--- config.mk ---
export PLATFORM = sky130hd
export DESIGN_NAME = spi_master_cfg_flat
export DESIGN_NICKNAME = d
export VERILOG_FILES = /design/src/rtl/spi_master_cfg_if.sv /design/src/rtl/spi_master_cfg.sv /design/src/flat_wrapper.sv
export SDC_FILE = /design/constraint.sdc
export NUM_CORES = 1
export LEC_CHECK = 0
export BUFFER_PORTS_ARGS = -buffer_cell sky130_fd_sc_hd__buf_4
export CORE_MARGIN = 5
export CORE_UTILIZATION = 45
export DETAILED_ROUTE_END_ITERATION = 10
export PLACE_DENSITY = 0.73
export SYNTH_ARGS = -nofsm -noshare
export SYNTH_HDL_FRONTEND = slang
export SYNTH_SLANG_ARGS = --single-unit
export TNS_END_PERCENT = 100
--- constraint.sdc ---
create_clock -name clk -period 3.2 [get_ports clk]
set_input_delay 0.16 -clock clk [delete_from_list [all_inputs] [get_ports clk]]
set_output_delay 0.16 -clock clk [all_outputs]
set_load 0.02 [all_outputs]
--- src/rtl/spi_master_cfg_if.sv ---
// Request/response and SPI pin bundle for spi_master_cfg.
// The master modport is the SPI master's view; slave is the controller/pin side.
interface spi_master_cfg_if #(
  parameter int DATA_W = 8,
  parameter int NUM_CS = 4
);
  localparam int CS_W = (NUM_CS > 1) ? $clog2(NUM_CS) : 1;

  logic              start;
  logic              ready;
  logic [DATA_W-1:0] tx_data;
  logic [CS_W-1:0]   cs_sel;
  logic              cpol;
  logic              cpha;
  logic              lsb_first;
  logic              miso;
  logic              sck;
  logic              mosi;
  logic [NUM_CS-1:0] cs_n;
  logic [DATA_W-1:0] rx_data;
  logic              rx_valid;

  modport master (
    input  start, tx_data, cs_sel, cpol, cpha, lsb_first, miso,
    output ready, sck, mosi, cs_n, rx_data, rx_valid
  );

  modport slave (
    output start, tx_data, cs_sel, cpol, cpha, lsb_first, miso,
    input  ready, sck, mosi, cs_n, rx_data, rx_valid
  );
endinterface

--- src/rtl/spi_master_cfg.sv ---
// SPI master with per-transfer mode, bit order and chip select. Each transfer is
// framed as SETUP (CLK_DIV) -> XFER (2*DATA_W sck half-periods) -> HOLD (CLK_DIV).
module spi_master_cfg #(
  parameter int DATA_W  = 8,
  parameter int NUM_CS  = 4,
  parameter int CLK_DIV = 4
) (
  input  logic             clk,
  input  logic             rst,
  spi_master_cfg_if.master bus
);
  localparam int CS_W   = (NUM_CS > 1) ? $clog2(NUM_CS) : 1;
  localparam int IDX_W  = $clog2(DATA_W);
  localparam int EDGE_W = $clog2(2 * DATA_W);
  localparam int DIV_W  = (CLK_DIV > 1) ? $clog2(CLK_DIV) : 1;

  typedef enum logic [1:0] {IDLE, SETUP, XFER, HOLD} state_t;

  state_t              state;
  logic                ready_q;
  logic                sck_q;
  logic                mosi_q;
  logic [NUM_CS-1:0]   cs_n_q;
  logic [DATA_W-1:0]   rx_data_q;
  logic                rx_valid_q;
  logic [DATA_W-1:0]   tx_q;
  logic [DATA_W-1:0]   rx_buf;
  logic                cpha_q;
  logic                lsb_q;
  logic [DIV_W-1:0]    div_cnt;
  logic [EDGE_W-1:0]   edge_cnt;
  logic [IDX_W-1:0]    tx_idx;
  logic [IDX_W-1:0]    rx_idx;

  logic                tick;
  logic                last_chunk;
  logic                last_edge;
  logic [IDX_W-1:0]    tx_idx_nxt;
  logic [IDX_W-1:0]    rx_pos;
  logic                mosi_nxt;

  function automatic logic [IDX_W-1:0] bit_pos(input logic [IDX_W-1:0] idx, input logic lsb);
    return lsb ? idx : (IDX_W'(DATA_W - 1) - idx);
  endfunction

  function automatic logic [IDX_W-1:0] inc_idx(input logic [IDX_W-1:0] idx);
    return (idx == IDX_W'(DATA_W - 1)) ? '0 : idx + IDX_W'(1);
  endfunction

  // Out-of-range selects leave every line deasserted.
  function automatic logic [NUM_CS-1:0] cs_decode(input logic [CS_W-1:0] sel);
    logic [NUM_CS-1:0] cs;
    cs = '1;
    for (int i = 0; i < NUM_CS; i++)
      if (sel == CS_W'(i)) cs[i] = 1'b0;
    return cs;
  endfunction

  // XFER is 2*DATA_W chunks of CLK_DIV cycles; the tick ending chunk i makes
  // sck edge i+2, and the final chunk ends the transfer without an edge.
  assign tick       = (div_cnt == DIV_W'(CLK_DIV - 1));
  assign last_chunk = (edge_cnt == EDGE_W'(2 * DATA_W - 1));
  assign last_edge  = (edge_cnt == EDGE_W'(2 * DATA_W - 2));
  assign tx_idx_nxt = inc_idx(tx_idx);
  assign mosi_nxt   = tx_q[bit_pos(tx_idx_nxt, lsb_q)];
  assign rx_pos     = bit_pos(rx_idx, lsb_q);

  // NOTE: all state below is updated with non-blocking assignments so every
  // register sees the pre-edge value of every other, matching the hardware.
  always_ff @(posedge clk) begin
    if (rst) begin
      state      <= IDLE;
      ready_q    <= 1'b1;
      sck_q      <= 1'b0;
      mosi_q     <= 1'b0;
      cs_n_q     <= '1;
      rx_data_q  <= '0;
      rx_valid_q <= 1'b0;
      tx_q       <= '0;
      rx_buf     <= '0;
      cpha_q     <= 1'b0;
      lsb_q      <= 1'b0;
      div_cnt    <= '0;
      edge_cnt   <= '0;
      tx_idx     <= '0;
      rx_idx     <= '0;
    end else begin
      rx_valid_q <= 1'b0;
      case (state)
        IDLE: begin
          if (bus.start && ready_q) begin
            tx_q     <= bus.tx_data;
            cpha_q   <= bus.cpha;
            lsb_q    <= bus.lsb_first;
            cs_n_q   <= cs_decode(bus.cs_sel);
            sck_q    <= bus.cpol;
            mosi_q   <= bus.lsb_first ? bus.tx_data[0] : bus.tx_data[DATA_W-1];
            div_cnt  <= '0;
            edge_cnt <= '0;
            tx_idx   <= '0;
            rx_idx   <= '0;
            rx_buf   <= '0;
            ready_q  <= 1'b0;
            state    <= SETUP;
          end
        end

        SETUP: begin
          div_cnt <= tick ? '0 : div_cnt + DIV_W'(1);
          if (tick) begin
            // First leading edge: mode 0/2 samples, mode 1/3 keeps bit 0 on mosi.
            state <= XFER;
            sck_q <= ~sck_q;
            if (!cpha_q) begin
              rx_buf[rx_pos] <= bus.miso;
              rx_idx         <= inc_idx(rx_idx);
            end
          end
        end

        XFER: begin
          div_cnt <= tick ? '0 : div_cnt + DIV_W'(1);
          if (tick) begin
            edge_cnt <= edge_cnt + EDGE_W'(1);
            if (last_chunk) begin
              state <= HOLD;
            end else begin
              sck_q <= ~sck_q;
              if (edge_cnt[0] ^ cpha_q) begin
                rx_buf[rx_pos] <= bus.miso;
                rx_idx         <= inc_idx(rx_idx);
              end else if (cpha_q || !last_edge) begin
                tx_idx <= tx_idx_nxt;
                mosi_q <= mosi_nxt;
              end
            end
          end
        end

        HOLD: begin
          div_cnt <= tick ? '0 : div_cnt + DIV_W'(1);
          if (tick) begin
            state      <= IDLE;
            cs_n_q     <= '1;
            rx_data_q  <= rx_buf;
            rx_valid_q <= 1'b1;
            ready_q    <= 1'b1;
          end
        end

        default: state <= IDLE;
      endcase
    end
  end

  assign bus.ready    = ready_q;
  assign bus.sck      = sck_q;
  assign bus.mosi     = mosi_q;
  assign bus.cs_n     = cs_n_q;
  assign bus.rx_data  = rx_data_q;
  assign bus.rx_valid = rx_valid_q;
endmodule

--- src/flat_wrapper.sv ---
// flat-port wrapper written by rule: the top's interface ports become plain ports
module spi_master_cfg_flat 
#(
  parameter int DATA_W  = 8,
  parameter int NUM_CS  = 4,
  parameter int CLK_DIV = 4
)
  (clk, rst, bus_start, bus_tx_data, bus_cs_sel, bus_cpol, bus_cpha, bus_lsb_first, bus_miso, bus_ready, bus_sck, bus_mosi, bus_cs_n, bus_rx_data, bus_rx_valid);
  spi_master_cfg_if #(.DATA_W(DATA_W), .NUM_CS(NUM_CS)) bus_i ();
  input  logic clk;
  input  logic rst;
  input wire logic [$bits(bus_i.start)-1:0] bus_start;
  input wire logic [$bits(bus_i.tx_data)-1:0] bus_tx_data;
  input wire logic [$bits(bus_i.cs_sel)-1:0] bus_cs_sel;
  input wire logic [$bits(bus_i.cpol)-1:0] bus_cpol;
  input wire logic [$bits(bus_i.cpha)-1:0] bus_cpha;
  input wire logic [$bits(bus_i.lsb_first)-1:0] bus_lsb_first;
  input wire logic [$bits(bus_i.miso)-1:0] bus_miso;
  output wire logic [$bits(bus_i.ready)-1:0] bus_ready;
  output wire logic [$bits(bus_i.sck)-1:0] bus_sck;
  output wire logic [$bits(bus_i.mosi)-1:0] bus_mosi;
  output wire logic [$bits(bus_i.cs_n)-1:0] bus_cs_n;
  output wire logic [$bits(bus_i.rx_data)-1:0] bus_rx_data;
  output wire logic [$bits(bus_i.rx_valid)-1:0] bus_rx_valid;
  assign bus_i.start = bus_start;
  assign bus_i.tx_data = bus_tx_data;
  assign bus_i.cs_sel = bus_cs_sel;
  assign bus_i.cpol = bus_cpol;
  assign bus_i.cpha = bus_cpha;
  assign bus_i.lsb_first = bus_lsb_first;
  assign bus_i.miso = bus_miso;
  assign bus_ready = bus_i.ready;
  assign bus_sck = bus_i.sck;
  assign bus_mosi = bus_i.mosi;
  assign bus_cs_n = bus_i.cs_n;
  assign bus_rx_data = bus_i.rx_data;
  assign bus_rx_valid = bus_i.rx_valid;
  spi_master_cfg #(.DATA_W(DATA_W), .NUM_CS(NUM_CS), .CLK_DIV(CLK_DIV)) u_core (.clk(clk), .rst(rst), .bus(bus_i));
endmodule
==> Word level (Yosys, flattened, before mapping) <==
Index checks and enable logic that the tools add are counted.
{ "word_totals": {"regBits": 48, "out_inout_bits": 16} }
{ "classes": {"addsub": 6, "magnitude_cmp": 3, "eq_ne": 21, "muxes": 63, "bitwise": 3, "n_reduce_logical": 19} }
{ "op_table": {"columns": ["cell", "count"], "rows": [
  ["$mux W8", 6],
  ["$mux W3", 14],
  ["$pmux W8 S3", 1],
  ["$mux W1", 19],
  ["$mux W4", 4],
  ["$pmux W4 S2", 2],
  ["$mux W2", 7],
  ["$ne A2 B1 Y1 const B", 7],
  ["$eq A2 B2 Y1 const B", 5],
  ["$reduce_and A5 Y1", 2],
  ["$pmux W3 S3", 1],
  ["$bwmux W8", 1],
  ["$eq A4 B4 Y1 const B", 2],
  ["$lt A3 B4 Y1 const B", 2],
  ["$pmux W2 S4", 1],
  ["$reduce_and A7 Y1", 1],
  ["$add A3 B1 Y3 const B", 2],
  ["$eq A3 B3 Y1 const B", 2],
  ["$ne A2 B2 Y1 const B", 3],
  ["$pmux W3 S2", 1],
  ["$reduce_and A3 Y1", 2],
  ["$reduce_and A6 Y1", 1],
  ["$sub A3 B3 Y3 const A", 2],
  ["$add A4 B1 Y4 const B", 1],
  ["other kinds (19)", 26]
]} }

==> Longest topological paths before layout <==
Gate-level depths: netlist of run 1.
{ "logic_depth": {"word_depth": 11, "depth_mapped": 10} }

==> Worst setup path before layout of run 1 <==
OpenSTA, ideal clock, no wires.
{ "synth_path": {"kind": "reg2reg", "startpoint": "register u_core.state[0]", "endpoint": "register u_core.rx_buf[7]", "setup_time_ps": 128, "arrival_time_ps": 1760, "t_required_ps": 3072, "path_slack_ps": 1312, "stages_incl_launch_ff": 11, "path_buffers": 2, "synth_period_minus_slack_ps": 1888, "cell_sequence": "dfxtp_1 > inv_1 > ha_1 > buf_6 > a21o_1 > a22o_4 > nor2_2 > buf_6 > nand2_1 > a22oi_1 > nor2_1"} }
{ "synth_between": {"elab_chain_cells": 3, "word_cells_on_any_way": 12, "cone_classes": "eq/ne (8); mux (1); reduce/logical (3)"} }
{ "synth_rtl": {"columns": ["item", "line_no", "source"], "rows": [
  ["from (decl)", "spi_master_cfg.sv:19", "state_t state;"],
  ["from (signal assigned)", "spi_master_cfg.sv:72", "state <= IDLE;"],
  ["from (signal assigned)", "spi_master_cfg.sv:104", "state <= SETUP;"],
  ["from (signal assigned)", "spi_master_cfg.sv:112", "state <= XFER;"],
  ["$eq A2 B2 Y1 (tied with other cells)", "spi_master_cfg.sv:89", "case (state)"],
  ["$ne A2 B1 Y1 (no source line) (tied with other cells)", null, null],
  ["$reduce_and A7 Y1 (no source line)", null, null],
  ["to (signal, indexed assignment)", "spi_master_cfg.sv:115", "rx_buf[rx_pos] <= bus.miso;"],
  ["to (signal, indexed assignment)", "spi_master_cfg.sv:130", "rx_buf[rx_pos] <= bus.miso;"],
  ["to (decl)", "spi_master_cfg.sv:27", "logic [DATA_W-1:0] rx_buf;"]
]} }
Parallel ways exist; a longest one is shown, timed or not.
A chain may end at the register's enable or synchronous reset.

==> Worst setup path in the final report of run 1 <==
{ "layout_path": {"startpoint": "register u_core.state[0]", "endpoint": "register u_core.rx_buf[3]"} }
Same word-level chain as after synthesis.

==> results of run 1 <==
-- critical path: stages, from the launching register on --
cell	delay, ns
dfxtp_1	0.42
inv_1	0.09
ha_1	0.42
a21o_1	0.27
a22o_4	0.29
nor2_2	0.38
nand2_1	0.13
a22oi_1	0.17
nor2_1	0.05
-- sequential cells by signal (all words and copies together) (netlist names) --
signal               cells
u_core.bus.rx_data       8
u_core.rx_buf            8
u_core.tx_q              8
u_core.bus.cs_n          4
u_core.edge_cnt          4
u_core.rx_idx            3
u_core.tx_idx            3
u_core.div_cnt           2
u_core.state             2
u_core.bus.mosi          1
u_core.bus.ready         1
u_core.bus.rx_valid      1
u_core.bus.sck           1
u_core.cpha_q            1
u_core.lsb_q             1
-- worst max-delay path by stage --
| stage | startpoint | to | cells after the start |
|---|---|---|---|
| floorplan | u_core.state[0] | u_core.rx_buf[7] | 10 |
| global placement | u_core.state[0] | u_core.rx_buf[7] | 8 |
| detailed placement | u_core.state[0] | u_core.rx_buf[7] | 8 |
| CTS | u_core.state[0] | u_core.rx_buf[7] | 8 |
| global route | u_core.state[0] | u_core.rx_buf[6] | 8 |
| finish | u_core.state[0] | u_core.rx_buf[3] | 8 |
-- report_power, final --
group          total (mW)  internal [mW]  switching, mW  leakage [nW]
clock               0.376          0.176          0.200        0.0445
combinational       0.962          0.346          0.616         0.702
sequential          0.763          0.684         0.0794         0.390
total                2.10           1.21          0.895          1.14
-- cell type report --
class                           instances  area [um2]
Clock buffer                            7       86.33
Clock inverter                          1       7.507
Fill cell                             511        2605
Inverter                                6       22.52
Multi-Input combinational cell        232        1426
Sequential cell                        48       960.9
Tap cell                               72       90.09
Timing Repair Buffer                   32       240.2
-- layer usage --
layer	GRT usage	part of all wire	vias up
li1	-	-	1091
met1	0.1884	0.48	974
met2	0.2597	0.48	19
met3	0.03140	0.023	6
met4	0.05180	0.013	0
met5	0	0	-
-- synth_stat cells, types with 3 or more instances --
cell	instances	area, um2
inv_1	6	22.52
dfxtp_1	48	960.9
and2_1	3	18.77
a21oi_1	26	130.1
o21ai_0	20	100.1
nor2_1	31	116.4
mux2i_1	10	100.1
nor2b_1	6	37.54
mux2_2	3	33.78
a22oi_1	14	105.1
ha_1	12	150.1
buf_2	5	25.02
a31oi_1	3	18.77
clkbuf_1	10	37.54
xor2_1	3	26.28
nand2_1	54	202.7
xnor2_1	3	26.28
nand3_1	8	40.04
nand2b_1	7	43.79
-- logic make-up after synthesis --
family | count (synthesis)
and+or+nand+nor | 122
AOI/OAI and AO/OA | 79
DFF | 48
buffers and inverters | 23
muxes | 13
adders and majority gates | 12
xor gates and xnor gates | 6
-- through the flow --
stage / instances / hold slack [ns] / power, mW / worst slack [ns] / instance area (um2)
floorplan: 303 / 0.2960 / 1.557 / 1.312 / 2495
global placement: 390 / 0.4109 / 1.714 / 0.9333 / 2740
detailed placement: 390 / 0.4172 / 1.743 / 0.8340 / 2740
CTS: 398 / 0.09455 / 2.119 / 0.8189 / 2834
global route: 398 / 0.09899 / 2.296 / 0.5629 / 2834
finish: 398 / 0.1010 / 2.101 / 0.8433 / 2834
==> results.md, run 1 <==
- Status: finished, final reports clean
- Worst Skew: 0.002289 ns
- Seq/Total Area, Yosys: 0.3852
- Crit start category: flip-flop
- Vias: 2090
- Endpoint, Worst Hold: u_core.tx_q[5]
- Min-delay src: bus_tx_data[5]
- Drt first pass iters: 4
- Hold buffers post-CTS: 0
- P&R area growth vs syn: 13.59%
- R2R Path Start: u_core.state[0]
- Net Count, Synth: 332
- Global-route wire length before repair: 9.011 mm
- Synth cell types: 44
- Wirelength, routed: 5.044 mm
- Hpwl dp: 3.610 mm
- Max Cap Viol: 0
- N_diodes: 0
- CTS tree: done
- Ys flop type: dfxtp_1
- WL/cell: 12.67 um
- Synth Area in XOR/XNOR: 0.02106
- Mapped Cells: 303
- CTS HTree Levels: 2
- Die width: 84.46 um
- Synth Area in Adders: 0.06018
- Core Region: 5439 um2
- Cell Area, Synth: 2495 um2
- DRT iter0 DRCs: 150
- Residual DRC: 0
- Die Y: 84.46 um
- Synth Area in Compound Gates: 0.2051
- Pwr Density: 741.4 nW/um2
- Top-Level Pins: 33
- IO buf count: 32
- Synth Area per Inst: 8.234 um2
- Final setup fails: 0
- R2r endpoint: u_core.rx_buf[3]
- R2r setup slk: 0.84 ns
- Pleak: 1.136 nW
- Largest net degree at the start of global routing: 48
- Hold Fails Final Rpt: 0
- Vias in the first global route: 2017
- RSZ-0062 raised after global routing: false
- Worst Path Max Fanout: 19
- RD Place Congestion: 0.8037
- PostCTS Resize Cnt: 0
- Antenna-violating nets left: 0
- # rows: 27
- Num CTS Buffers: 5
- Vias per Instance: 5.251
- Post-synth EDFFs: 0
- Skew-Pair Late Insertion Delay: 0.30 ns
- Most common cell after layout, fill and taps aside: nand2_1
- Clk slew on worst S/H paths: 0.09 ns
- Tmin final: 2.357 ns
- Final worst-path cycle share: 0.7365
- Simple-Gate Fraction of Synth Area: 0.2317
- Nets@finish: 354
- Root buf cell: clkbuf_8
- Worst setup EP type: flip-flop
- Most frequent cells in the layout: nand2_1, dfxtp_1, buf_4
- Worst hold path stage count: 3
- Largest family of logic cells by synthesized area: simple AND/OR/NAND/NOR gates
- Clock Sinks: 48
- Peak VDD IR: 0.0003751 V
- Final core occ: 0.5210
- Die Footprint: 7133 um2
- Ys async rst share: 0
- Register-to-Register Path Depth: 8
- Initial antenna violation count: 0
- Worst Hold Class: input pin to flip-flop
- Post-synthesis mux area share: 0.05366
- Warnings, synthesis: 0
- CP Data Required Time: 3.38 ns
- Clock Tree Buf Depth: 2
- Layout cells sized above 1: 0.1564
- Postcts setup bufs: 0
- Max_slew headroom: 0.5752
- Worst EP arrival: 2.54 ns
- Setup tns final: 0 ns
- Worst Tran Pin Value: 0.6372 ns
- GRT Overall Usage: 0.1513
- Starting Density: 0.4587
- Grt ovf: 0
- Number of synthesized register bits: 48
- Fin. max-slew vios: 0
- Critical path type: flip-flop to flip-flop
- Max Fclk: 0.4243 GHz
(Power assumes the default switching activity.)
==> run 2, diff against run 1 <==
--- a/config.mk
+++ b/config.mk
@@ -5,6 +5,7 @@
 export SDC_FILE = /design/constraint.sdc
 export NUM_CORES = 1
 export LEC_CHECK = 0
+export ABC_AREA = 1
 export BUFFER_PORTS_ARGS = -buffer_cell sky130_fd_sc_hd__buf_4
 export CORE_MARGIN = 5
 export CORE_UTILIZATION = 45
==> constraint.sdc (replaced) <==
create_clock -name clk -period 2.5 [get_ports clk]
set_input_delay 0.125 -clock clk [delete_from_list [all_inputs] [get_ports clk]]
set_output_delay 0.125 -clock clk [all_outputs]
set_load 0.02 [all_outputs]
==> run 2 against run 1 <==
Register-to-register slack worse by 0.35 ns. Sequential power up 36%. Cell area down 0.26%. Synthesized area down 0.85%. Total power up 44%. Largest cell class unchanged. Combinational power up 61%. First-iteration DRC count down 26%.
==> results.md, run 2 <==
- R2R Path Start: u_core.state[0]
- Critical path cell sequence: inv_1 > ha_1 > nand2_1 > nand2_4 > nor3_4 > buf_4 > nand3_1 > nand2_1 > a21oi_1
- Mapped Cells: 336 (+11%)
- CTS HTree Levels: 2 (unchanged)
- Wirelength, routed: 5.229 mm (+3.7%)
- Commonest cells in the netlist: dfxtp_1, nand2_1, a21oi_1, o21ai_0, nor2_1
- Global-route wire length before repair: 8.949 mm (-0.69%)
- Die Footprint: 7080 um2 (-0.76%)
- Cell Area, Synth: 2474 um2 (-0.85%)
- Worst Hold Class: input pin to flip-flop
- Flop pwr share: 0.343 (-0.020)
- Internal: 1.648 mW (+37%)
- Max Fclk: 0.4971 GHz (+17%)
- Switch Pwr: 1.383 mW (+55%)
- Tmin final: 2.012 ns (-0.3451 ns)
- Setup tns final: 0 ns (unchanged)
- Delay-heaviest family, CP: simple AND/OR/NAND/NOR gates
- Critical Path Start: u_core.state[0]
- N_diodes: 0 (unchanged)
- Nets@finish: 394 (+11%)
- CP Buf/Inv Count: 2 (+1)
- Critical Path Most Common Cell: nand2_1
- DRT iter0 DRCs: 111 (-26%)
- Vias in the first global route: 2102 (+4.2%)
- Gate power share: 0.512 (+0.054)
- IO buf count: 32 (unchanged)
- Vias: 2249 (+7.6%)
- Worst Path Max Fanout: 11 (-8)
- Placed insts: 430 (+10%)
- Hold buffers post-CTS: 0 (unchanged)
- Status: finished, final reports clean
- RSZ-0062 raised after global routing: false
- Top cells by area, synth: dfxtp_1, a21oi_1, nand2_1, o21ai_0, ha_1
- Residual DRC: 0 (unchanged)
- Grt ovf: 0 (unchanged)
- Starting Density: 0.4548 (-0.003911)
- Postcts setup bufs: 0 (unchanged)
- Net Count, Synth: 365 (+9.9%)
- Register-to-Register Path Depth: 9 (+1)
- Top-Level Pins: 33 (unchanged)
- Pwr Density: 1073 nW/um2 (+45%)
- Skew-Pair Late Insertion Delay: 0.30 ns (about the same)
- Num CTS Buffers: 5 (unchanged)
- Worst EP arrival: 2.20 ns (-0.34 ns)
- Post-synth top area share: 0.3885 (+0.003312)
- Pleak: 1.230 nW (+8.3%)
- Critical path's slowest cell: dfxtp_1
- Yosys top cell by area: dfxtp_1
- Hold WS: 0.07755 ns (-0.02343 ns)
- Post-synth EDFFs: 0 (unchanged)
- # rows: 27 (unchanged)
- PostCTS Resize Cnt: 0 (unchanged)
- Synth Area per Inst: 7.362 um2 (-11%)
- Hpwl dp: 3.831 mm (+6.1%)
- Ys async rst share: 0 (unchanged)
- Clk slew on worst S/H paths: 0.09 ns (about the same)
- Synth cell types: 33 (-25%)
- Net Sw Frac: 0.4563 (+0.03036)
- GRT Overall Usage: 0.1508 (-0.0004647)
- Clk network pwr share: 0.144 (-0.035)
- Final setup fails: 0 (unchanged)
- WP depth: 9 (+1)
- Largest net degree at the start of global routing: 25 (-48%)
- Layout cells sized above 1: 0.1753 (+0.01890)
- Vias per Instance: 5.146 (-2.0%)
- R2r endpoint: u_core.rx_buf[6]
- Final worst-path cycle share: 0.8047 (+0.06819)
- Max Cap Viol: 0 (unchanged)
- Clock Sinks: 48 (unchanged)
- Antenna-violating nets left: 0 (unchanged)
- Seq/Total Area, Yosys: 0.3885 (+0.003312)
- Pwr Total: 3.032 mW (+44%)
- RD Place Congestion: 0.8589 (+6.9%)
- Initial antenna violation count: 0 (unchanged)
- CTS tree: done
- Critical path type: flip-flop to flip-flop
- Clock Tree Buf Depth: 2 (unchanged)
- Non-Filler Instances: 437 (+9.8%)
- P&R area growth vs syn: 14.26%
- CP Data Required Time: 2.69 ns (-0.69 ns)
- Fin. max-slew vios: 0 (unchanged)
- Ys flop type: dfxtp_1
- Max incr delay on CP: 0.40 ns (-0.02 ns)
- Die Y: 84.14 um (-0.38%)
- Most frequent cell after synthesis: dfxtp_1
- Root buf cell: clkbuf_8
- Number of synthesized register bits: 48 (unchanged)
- Drt first pass iters: 4 (unchanged)
- Worst setup EP type: flip-flop
- Max_slew headroom: 0.5699 (-0.005249)
- Most common cell after layout, fill and taps aside: dfxtp_1
- Peak VDD IR: 0.0007027 V (+87%)
- Worst Tran Pin Value: 0.6444 ns (+0.007164 ns)
- Hold Fails Final Rpt: 0 (unchanged)
- Core Region: 5439 um2 (unchanged)
- Most frequent cells in the layout: dfxtp_1, nand2_1, a21oi_1
- Die width: 84.14 um (-0.38%)
- Crit start category: flip-flop
- Warnings, synthesis: 0 (unchanged)
- Crit path to: u_core.rx_buf[6]
- WL/cell: 11.97 um (-5.6%)
- Worst Skew: 0.008928 ns (+0.006639 ns)
- R2r setup slk: 0.49 ns (-0.35 ns)
[run 2: per-stage QoR]
stage	worst slack (ns)	area [um2]	util
floorplan	0.8523	2474	-
global placement	0.6006	2749	0.5054
detailed placement	0.5138	2749	0.5054
CTS	0.5073	2826	0.5197
global route	0.3069	2826	0.5197
finish	0.4883	2826	0.5197
[run 2: how the worst min path moves through the flow]
stage | from | end | cells after the start
5_1_grt | bus_cs_sel[0] | u_core.bus.cs_n[2] | 3
2_1_floorplan | rst | u_core.bus.sck | 1
3_3_place_gp | bus_cs_sel[0] | u_core.bus.cs_n[0] | 3
4_1_cts | bus_cs_sel[0] | u_core.bus.cs_n[2] | 3
3_5_place_dp | bus_cs_sel[0] | u_core.bus.cs_n[2] | 3
6_report | bus_cs_sel[0] | u_core.bus.cs_n[2] | 3
[run 2: logic make-up (layout without fill, tap and decap cells)]
kind of cell | after synthesis | count (layout) | share of synthesized area
simple gates | 131 | 131 | 0.2524
fa+ha+maj | 12 | 12 | 0.06070
compound gates | 88 | 88 | 0.1872
xor+xnor | 5 | 5 | 0.02074
flops | 48 | 48 | 0.3885
buf+inv | 52 | 81 | 0.09054
[run 2: power by group through the flow]
stage | Sequential (mW) | Combinational [mW] | Clock [mW]
after CTS | 1.04 | 1.54 | 0.456
after floorplan | 1.07 | 1.22 | 0
after global placement | 1.05 | 1.49 | 0
after detailed placement | 1.06 | 1.54 | 0
after global routing | 1.06 | 1.75 | 0.478
final | 1.04 | 1.55 | 0.438
[run 2: area by class of cell]
cell class / instances / area (um2)
Inverter: 39 / 146.4
Clock inverter: 1 / 5.005
Tap cell: 72 / 90.09
Clock buffer: 6 / 72.57
Sequential cell: 48 / 960.9
Fill cell: 556 / 2613
Timing Repair Buffer: 35 / 262.8
Multi-Input combinational cell: 236 / 1289
[run 2: tightest hold or removal path: cells and delay by family]
| family | cells | cell delay, ns |
|---|---|---|
| buffers and inverters | 1 | 0.09 |
| AO/OA/AOI/OAI | 1 | 0.07 |
| AND/OR/NAND/NOR | 1 | 0.06 |
[run 2: metal layers]
layer | up-vias | wire [um] | GRT usage | share of wire
li1 | 1175 | - | - | -
met1 | 1023 | 2430 | 0.1837 | 0.46
met4 | 0 | 74 | 0.04678 | 0.014
met3 | 9 | 218 | 0.04122 | 0.042
met5 | - | 0 | 0 | 0
met2 | 42 | 2505 | 0.2582 | 0.48
==> run 3, diff against run 2 <==
--- a/config.mk
+++ b/config.mk
@@ -5,12 +5,12 @@
 export SDC_FILE = /design/constraint.sdc
 export NUM_CORES = 1
 export LEC_CHECK = 0
-export ABC_AREA = 1
+export ABC_AREA = 0
 export BUFFER_PORTS_ARGS = -buffer_cell sky130_fd_sc_hd__buf_4
 export CORE_MARGIN = 5
 export CORE_UTILIZATION = 45
 export DETAILED_ROUTE_END_ITERATION = 10
-export PLACE_DENSITY = 0.73
+export PLACE_DENSITY = 0.75
 export SYNTH_ARGS = -nofsm -noshare
 export SYNTH_HDL_FRONTEND = slang
 export SYNTH_SLANG_ARGS = --single-unit
==> constraint.sdc (replaced) <==
create_clock -name clk -period 1.7 [get_ports clk]
set_input_delay 0.085 -clock clk [delete_from_list [all_inputs] [get_ports clk]]
set_output_delay 0.085 -clock clk [all_outputs]
set_load 0.02 [all_outputs]
==> run 3 against run 2 <==
Via count is 0.18% lower. Wire length is 8.4% higher. Register-to-register slack worse by 0.56 ns. The flow now finishes with violations (negative setup slack). Flip-flop and latch count stayed put. Largest cell class unchanged. Critical path depth is 1 lower. Fmax is 14% higher. Global-route usage is 0.73 points higher. Core utilization is 8.1 points higher. Clock-buffer cell count stayed put.
==> results.md, run 3 (synthesis results as in run 1) <==
- Final setup fails: 10 (+10)
- DP Area: 2940 um2 (+7.0%)
- Pwr Density: 1496 nW/um2 (+40%)
- Worst EP arrival: 2.00 ns (-0.20 ns)
- IO buf count: 32 (unchanged)
- Die width: 84.46 um (+0.38%)
- Wirelength, routed: 5.668 mm (+8.4%)
- Max_slew headroom: 0.6177 (+0.04776)
- Most common cell after layout, fill and taps aside: buf_4
- Max Fclk: 0.5650 GHz (+14%)
- Crit start category: flip-flop
- P&R area growth vs syn: 30.89%
- WL/cell: 13.31 um (+11%)
- Design area: 3266 um2 (+16%)
- Nets@finish: 382 (-3.0%)
- Root buf cell: clkbuf_8
- Global-route wire length before repair: 9.459 mm (+5.7%)
- # rows: 27 (unchanged)
- CTS HTree Levels: 2 (unchanged)
- CP Data Required Time: 1.93 ns (-0.76 ns)
- Layout cells sized above 1: 0.3192 (+0.1439)
- GRT met2 Usage: 0.2805 (+0.02224)
- Largest net degree at the start of global routing: 48 (+92%)
- Core Region: 5439 um2 (unchanged)
- Worst Skew: 0.006883 ns (-0.002045 ns)
- Hold buffers post-CTS: 0 (unchanged)
- Skew-Pair Late Insertion Delay: 0.30 ns (about the same)
- N_diodes: 0 (unchanged)
- Violated checks: negative setup slack
- Final setup margin: -0.07007 ns (-0.5584 ns)
- Clk slew on worst S/H paths: 0.09 ns (about the same)
- Clock Sinks: 48 (unchanged)
- M3 GR Usage: 0.02944 (-0.01178)
- Critical path type: flip-flop to flip-flop
- Peak VDD IR: 0.0009279 V (+32%)
- Max Cap Viol: 0 (unchanged)
- Status: finished with violations
- Vias per Instance: 5.270 (+2.4%)
- Hold Fails Final Rpt: 0 (unchanged)
- Worst Tran Pin Value: 0.5694 ns (-0.07502 ns)
- RSZ-0062 raised after global routing: true
- Fin. max-slew vios: 0 (unchanged)
- GRT Overall Usage: 0.1582 (+0.007346)
- RD Place Congestion: 0.8323 (-3.1%)
- Die Footprint: 7133 um2 (+0.76%)
- Num CTS Buffers: 5 (unchanged)
- Vias in the first global route: 2202 (+4.8%)
- Initial antenna violation count: 0 (unchanged)
- Clock Tree Buf Depth: 2 (unchanged)
- CTS tree: done
- Antenna-violating nets left: 0 (unchanged)
- Most frequent cells in the layout: buf_4, nand2_1, dfxtp_1
- M1 GR Usage: 0.1912 (+0.007512)
- Worst Hold Class: input pin to flip-flop
- Final worst-path cycle share: 1.041 (+0.2366)
- Hpwl dp: 4.029 mm (+5.2%)
- Top-Level Pins: 33 (unchanged)
- Vias: 2245 (-0.18%)
- DP Worst Slack: -0.1279 ns (-0.6418 ns)
- DRT iter0 DRCs: 65 (-41%)
- Starting Density: 0.4587 (+0.003911)
- Pleak: 1.296 nW (+5.3%)
- Grt ovf: 0 (unchanged)
- Worst setup EP type: flip-flop
- Drt first pass iters: 4 (unchanged)
- Tmin final: 1.770 ns (-0.2416 ns)
- Die Y: 84.46 um (+0.38%)
- Worst Path Max Fanout: 7 (-4)
- Busiest layer in global routing: met2
- Residual DRC: 0 (unchanged)
[run 3: cell types whose count changed in the layout (fill, tap and decap cells not counted), sizes merged, moves of 5 or more]
cell	delta
nor2b	+6
o21ai	-22
nand4	-8
nand3	-21
buf	+24
inv	-32
a22oi	+14
mux2i	+10
a21oi	-16
nand2b	+7
nor3	-6
nand2	+5
[run 3: worst paths after layout]
path,cells past startpoint,slack [ns],start,endpoint
worst max-delay path,8,-0.07,u_core.state[0],u_core.rx_buf[4]
worst min-delay path,3,0.03,bus_tx_data[1],u_core.tx_q[1]
worst max register to register,8,-0.07,u_core.state[0],u_core.rx_buf[4]
worst min register to register,2,0.45,u_core.rx_buf[7],u_core.bus.rx_data[7]
[run 3: power breakdown]
group          total [mW]  internal (mW)  leakage [nW]  switching (mW)
sequential           1.46           1.30         0.394           0.165
clock               0.806          0.437        0.0552           0.369
combinational        2.62           1.15         0.847            1.47
total                4.89           2.89          1.30            2.00
[run 3: through the flow]
| stage | power [mW] | hold slack, ns | utilization | std cells | TNS (ns) |
|---|---|---|---|---|---|
| 6_report | 4.886 | 0.02924 | 0.6004 | 426 | -0.4731 |
| 5_1_grt | 5.264 | 0.02868 | 0.6004 | 426 | -1.881 |
| 4_1_cts | 4.558 | 0.02241 | 0.5712 | 419 | -0.5693 |
| 3_5_place_dp | 3.690 | 0.3423 | 0.5406 | 411 | -0.7757 |
| 3_3_place_gp | 3.617 | 0.3324 | 0.5406 | 411 | -0.1982 |
| 2_1_floorplan | 3.039 | 0.2210 | - | 303 | -0.008655 |
[run 3: critical path, cell delays in order (launching register included)]
cell and delay, ns:
dfxtp_4 0.39, inv_4 0.04, ha_4 0.18, a21o_1 0.18
a22o_4 0.31, nor4_4 0.27, buf_4 0.18, a22oi_1 0.08
nor2_1 0.08
[run 3: repair_timing]
item,4_1_cts,5_1_grt
pin swaps,17,20
gates cloned,0,1
gates resized for setup,16,26
setup buffers,0,6
setup endpoints to repair,18,27
[run 3: final cells by class]
type                    count  area, um2
clock buffers               6      72.57
clock inverters             2      35.03
fillers                   470       2173
inverters                   6      25.02
multi-input cells         233       1614
flip-flops and latches     48      978.4
well taps                  72      90.09
repair buffers             59      450.4
[run 3: metal layers]
layer | wire (um) | up-vias
met5 | 0 | -
met4 | 68 | 0
met3 | 157 | 6
met2 | 2957 | 30
met1 | 2485 | 1058
li1 | - | 1151
